### config.mk
export PLATFORM = sky130hd
export DESIGN_NAME = viterbi_frame_ctrl
export DESIGN_NICKNAME = d
export VERILOG_FILES = /design/src/rtl/viterbi_frame_ctrl.sv
export SDC_FILE = /design/constraint.sdc
export NUM_CORES = 1
export LEC_CHECK = 0
export CAP_MARGIN = 20
export CORE_AREA = 5 5 72 74
export DETAILED_ROUTE_END_ITERATION = 7
export DIE_AREA = 0 0 77 79
export PLACE_DENSITY = 0.73
export SLEW_MARGIN = 15
export SYNTH_ARGS = -nofsm -noshare
export SYNTH_HDL_FRONTEND = slang
export SYNTH_SLANG_ARGS = --single-unit
### constraint.sdc
create_clock -name clk -period 1.3 [get_ports clk]
set_input_delay 0.26 -clock clk [delete_from_list [all_inputs] [get_ports clk]]
set_output_delay 0.26 -clock clk [all_outputs]
set_load 0.02 [all_outputs]
### src/rtl/viterbi_frame_ctrl.sv
// viterbi_frame_ctrl: frame sequencer for BM/ACS enables, survivor writes, normalization and traceback
module viterbi_frame_ctrl #(
    parameter int FRAME_LEN   = 64,
    parameter int NORM_PERIOD = 16,
    parameter int ST_W        = 8,
    parameter int AW          = $clog2(FRAME_LEN)
) (
    input  logic            clk,
    input  logic            rst,
    input  logic            i_start,
    input  logic            i_sym_valid,
    output logic            o_sym_ready,
    output logic            o_en_bm,
    output logic            o_en_acs,
    output logic            o_norm,
    output logic            o_surv_we,
    output logic [AW-1:0]   o_surv_addr,
    input  logic [ST_W-1:0] i_sel_node,
    output logic            o_tb_load,
    output logic [ST_W-1:0] o_tb_start_st,
    output logic            o_tb_en,
    output logic [AW-1:0]   o_tb_addr,
    input  logic            i_out_ready,
    output logic            o_busy,
    output logic            o_done
);
    localparam int NW = $clog2(NORM_PERIOD) + 1;
    localparam logic [AW:0]   STEP_LAST = (AW+1)'(FRAME_LEN - 1);
    localparam logic [AW-1:0] ADDR_LAST = AW'(FRAME_LEN - 1);
    localparam logic [NW-1:0] NORM_LAST = NW'(NORM_PERIOD - 1);

    typedef enum logic [2:0] {IDLE, ACQ, DRAIN, SEL, TB, DONE} state_e;

    state_e            state_q, state_d;
    logic [AW:0]       step_q, step_d;
    logic [NW-1:0]     norm_cnt_q, norm_cnt_d;
    logic              drain_q, drain_d;
    logic              en_bm_q, en_bm_d;
    logic [AW-1:0]     bm_addr_q, bm_addr_d;
    logic              en_acs_q, en_acs_d;
    logic              norm_q, norm_d;
    logic [AW-1:0]     surv_addr_q, surv_addr_d;
    logic [AW-1:0]     tb_addr_q, tb_addr_d;
    logic [ST_W-1:0]   tb_start_q, tb_start_d;
    logic              accept, tb_en;

    assign accept = state_q == ACQ && i_sym_valid;
    assign tb_en  = state_q == TB && i_out_ready;

    always_ff @(posedge clk) begin
        if (rst) begin
            state_q     <= IDLE;
            step_q      <= '0;
            norm_cnt_q  <= '0;
            drain_q     <= 1'b0;
            en_bm_q     <= 1'b0;
            bm_addr_q   <= '0;
            en_acs_q    <= 1'b0;
            norm_q      <= 1'b0;
            surv_addr_q <= '0;
            tb_addr_q   <= '0;
            tb_start_q  <= '0;
        end else begin
            state_q     <= state_d;
            step_q      <= step_d;
            norm_cnt_q  <= norm_cnt_d;
            drain_q     <= drain_d;
            en_bm_q     <= en_bm_d;
            bm_addr_q   <= bm_addr_d;
            en_acs_q    <= en_acs_d;
            norm_q      <= norm_d;
            surv_addr_q <= surv_addr_d;
            tb_addr_q   <= tb_addr_d;
            tb_start_q  <= tb_start_d;
        end
    end

    always_comb begin
        state_d     = state_q;
        step_d      = step_q;
        norm_cnt_d  = en_bm_q ? (norm_cnt_q == NORM_LAST ? '0 : norm_cnt_q + NW'(1)) : norm_cnt_q;
        drain_d     = state_q == DRAIN && !drain_q;
        en_bm_d     = accept;
        bm_addr_d   = accept ? step_q[AW-1:0] : bm_addr_q;
        en_acs_d    = en_bm_q;
        norm_d      = en_bm_q && norm_cnt_q == NORM_LAST;
        surv_addr_d = en_bm_q ? bm_addr_q : surv_addr_q;
        tb_addr_d   = tb_addr_q;
        tb_start_d  = tb_start_q;
        case (state_q)
            IDLE: if (i_start) begin
                state_d    = ACQ;
                step_d     = '0;
                norm_cnt_d = '0;
            end
            ACQ: if (accept) begin
                step_d  = step_q + (AW+1)'(1);
                state_d = step_q == STEP_LAST ? DRAIN : ACQ;
            end
            DRAIN: state_d = drain_q ? SEL : DRAIN;
            SEL: begin
                tb_start_d = i_sel_node;
                tb_addr_d  = ADDR_LAST;
                state_d    = TB;
            end
            TB: if (tb_en) begin
                state_d   = tb_addr_q == '0 ? DONE : TB;
                tb_addr_d = tb_addr_q == '0 ? tb_addr_q : tb_addr_q - AW'(1);
            end
            DONE:    state_d = IDLE;
            default: state_d = IDLE;
        endcase
    end

    assign o_sym_ready   = state_q == ACQ;
    assign o_en_bm       = en_bm_q;
    assign o_en_acs      = en_acs_q;
    assign o_norm        = norm_q;
    assign o_surv_we     = en_acs_q;
    assign o_surv_addr   = surv_addr_q;
    assign o_tb_load     = state_q == SEL;
    assign o_tb_start_st = tb_start_q;
    assign o_tb_en       = tb_en;
    assign o_tb_addr     = tb_addr_q;
    assign o_busy        = state_q != IDLE;
    assign o_done        = state_q == DONE;
endmodule

==> results.md <==
- Status: finished, violations left
- Failing checks: negative setup slack
- Hold Violations, Final: 0
- Setup crit start: state_q[1]
- Largest net degree at the start of global routing: 26
- Rows: 25
- Most common cell in the synthesized netlist: dfxtp_1
- Unrepaired setup endpoints after global routing: yes
- Core Region: between 0.004 and 0.005 sq mm
- Pwr/cell area: 866 mW/mm^2
- Ys async rst share: 0%
- Worst path required time: about 1000 ps
- Final ANT Viol Nets: 0
- DP Wirelength: ~3.1 mm
- Hold depth: 1
- Clk pin slew, worst setup/hold paths: 80 ps
- Count of final setup violators: 14
- GP Congestion: between 0.7 and 0.8
- Worst-Margin Slew: roughly 310 ps
- Setup CP Type: reg -> out
- GR Util met2: a little over a quarter
- Clock sink count: 45
- Register bit total from synthesis: 45
- Num CTS Buffers: 5
- Total of max-cap violations: 0
- Vias in the first global route: 1673
- Synth Instances: approximately 210
- Worst setup SP type: register
- Syn nets: 229
- Via count: 1745
- Number of antenna diodes: 0
- Yosys top cell area share: 47.3%
- Final WL: between 4 and 5 mm
- Die width: between 70 and 80 um
- Input/output buffers: between 40 and 50
- Max rail drop VDD: between 600 and 700 uV
- Die Footprint: between 0.006 and 0.007 sq mm
- Total global-route track usage: 16.2%
- Initial antenna violation count: 0
- Critical path capture point type: output port
- Most used flip-flop cell after synthesis: dfxtp_1
- Top cell type by total area after synthesis: dfxtp_1
- Grt ovf: 0
- First drt pass iteration count: 4
- Avg Cell Area, Syn: 8.99 sq um
- RR Startpoint: o_tb_addr[2]
- Fmax: between 0.6 and 0.7 GHz
- Grt met1 use: between 20% and 30%
- Vias/cell: slightly above 5
- Net count, final: about 300
- Post-synthesis cell type count: 39
- Final Slew Violations: 0
- CP max FO: 5
- Avg WL per Cell: 14.5 um
- CTS tree: yes
- Reg2reg path depth: 4
- # DRC: 0
- RR Endpoint: o_tb_addr[4]
- Worst rel slew slack: about 80%
- Initial core utilization: between 40% and 50%
- Top cells by area, synth: dfxtp_1, mux2i_1, nor2_1
- Root Buffer: clkbuf_8
- Die H: 79 um
- Top post-synthesis cells by count: dfxtp_1, nor2_1, nand2_1
- Layout cells sized above 1: between 30% and 40%
- Global-route met3 utilization: 3.40%
- EDFF count, synth: 0
- Leak: 0.00120 uW
- Clk buf depth: 2
- CP Capture Point: o_tb_en
- Register-to-register path setup slack: -140 ps
- Htree depth: 2
- WP data arrival: 1210 ps
- I/O pin total: 42
- Mapped cell area: 0.00191 sq mm
- Global route hottest layer: met2
- Final core occ: a little over three fifths
- First-pass GRT wire length: between 7 and 8 mm
- Yosys warns: 0
- Area grow syn2layout: 49.0%
- Post-synthesis sequential area ratio: a little under half
- Final Skew: 6.87 ps
- Post-place setup slack: -535 ps
- Worst-Skew Late Latency: 300 ps
- Worst setup margin: -166 ps
- Starting DRT DRC Count: 89
- Min cycle time layout: about 1500 ps
- Hold Path Class: reg -> reg
- Final Cycle Share: 113%
## kinds of logic after synthesis
| group | synth area share, % |
|---|---|
| AOI/OAI and AO/OA | 11.2 |
| adders and majority gates | 2.63 |
| muxes | 8.01 |
| xor gates and xnor gates | 2.30 |
| DFF | 47.3 |
| buffers and inverters | 4.40 |
| and+or+nand+nor | 24.2 |
## through the flow
step	TNS [ps]	cell area (sq um)	total power, uW	hold slack (ps)	std cells
finish	-1190	2840	2460	428	337
global route	-2240	2840	2580	447	337
CTS	-1400	2730	2460	432	334
detailed placement	-6840	2580	1650	414	325
global placement	-6570	2580	1650	415	325
floorplan	-773	1940	1540	392	212
## worst max-delay path, stage by stage, from the launching register on
cell and delay (ps):
dfxtp_4 380, and4bb_4 360, buf_2 170
## layer usage
| metal | up-vias | wire [um] | part of all wire, % |
|---|---|---|---|
| li1 | 879 | - | - |
| met1 | 821 | 2120 | 43 |
| met2 | 38 | 2460 | 50 |
| met3 | 7 | 206 | 4.2 |
| met4 | 0 | 91 | 1.9 |
| met5 | - | 0 | 0 |
## timing repair
item | CTS | global route
gates cloned | 0 | 0
setup endpoints to repair | 50 | 35
pin swaps | 6 | 17
setup buffers | 4 | 4
hold buffers | 0 | 0
resized for setup | 85 | 29
## worst min-delay path by stage
stage | startpoint | endpoint | slack, ps
CTS | drain_q | drain_q | 430
finish | drain_q | drain_q | 430
floorplan | drain_q | drain_q | 390
detailed placement | drain_q | drain_q | 410
global route | i_sym_valid | state_q[0] | 450
global placement | drain_q | drain_q | 410
## final cells by class
type / count / area (sq um)
tap: 54 / 67.6
clock inverter: 1 / 5.00
multi-input combinational: 149 / 1070
clock buffer: 5 / 68.8
timing repair buffer: 79 / 691
inverter: 4 / 15.0
sequential: 45 / 922
fill: 381 / 1700
## flip-flops by register name, indices dropped and copies added, names as in the netlist
register and cells:
o_en_bm 1, step_q 7, o_tb_start_st 8, o_norm 1, norm_cnt_q 5, bm_addr_q 6
state_q 3, o_surv_addr 6, o_tb_addr 6, o_en_acs 1, drain_q 1
## report_power, final
part | internal, uW | leakage [uW] | switching (uW) | total, uW
Combinational | 141 | 0.000796 | 127 | 268
Clock | 354 | 0.0000399 | 441 | 795
Sequential | 1380 | 0.000368 | 13.3 | 1400
## placed cells by master, fill, tap and decap left out, types with 6 or more instances in the layout
cell,Yosys,final
dfxtp_1,45,36
buf_4,1,30
nor2_1,29,28
nand2_1,25,24
dlygate4sd2_1,0,18
a21oi_1,16,16
mux2i_1,13,13
clkdlybuf4s50_1,0,11
buf_6,1,11
a211oi_2,0,6
Power figures use the tool's default switching activity.
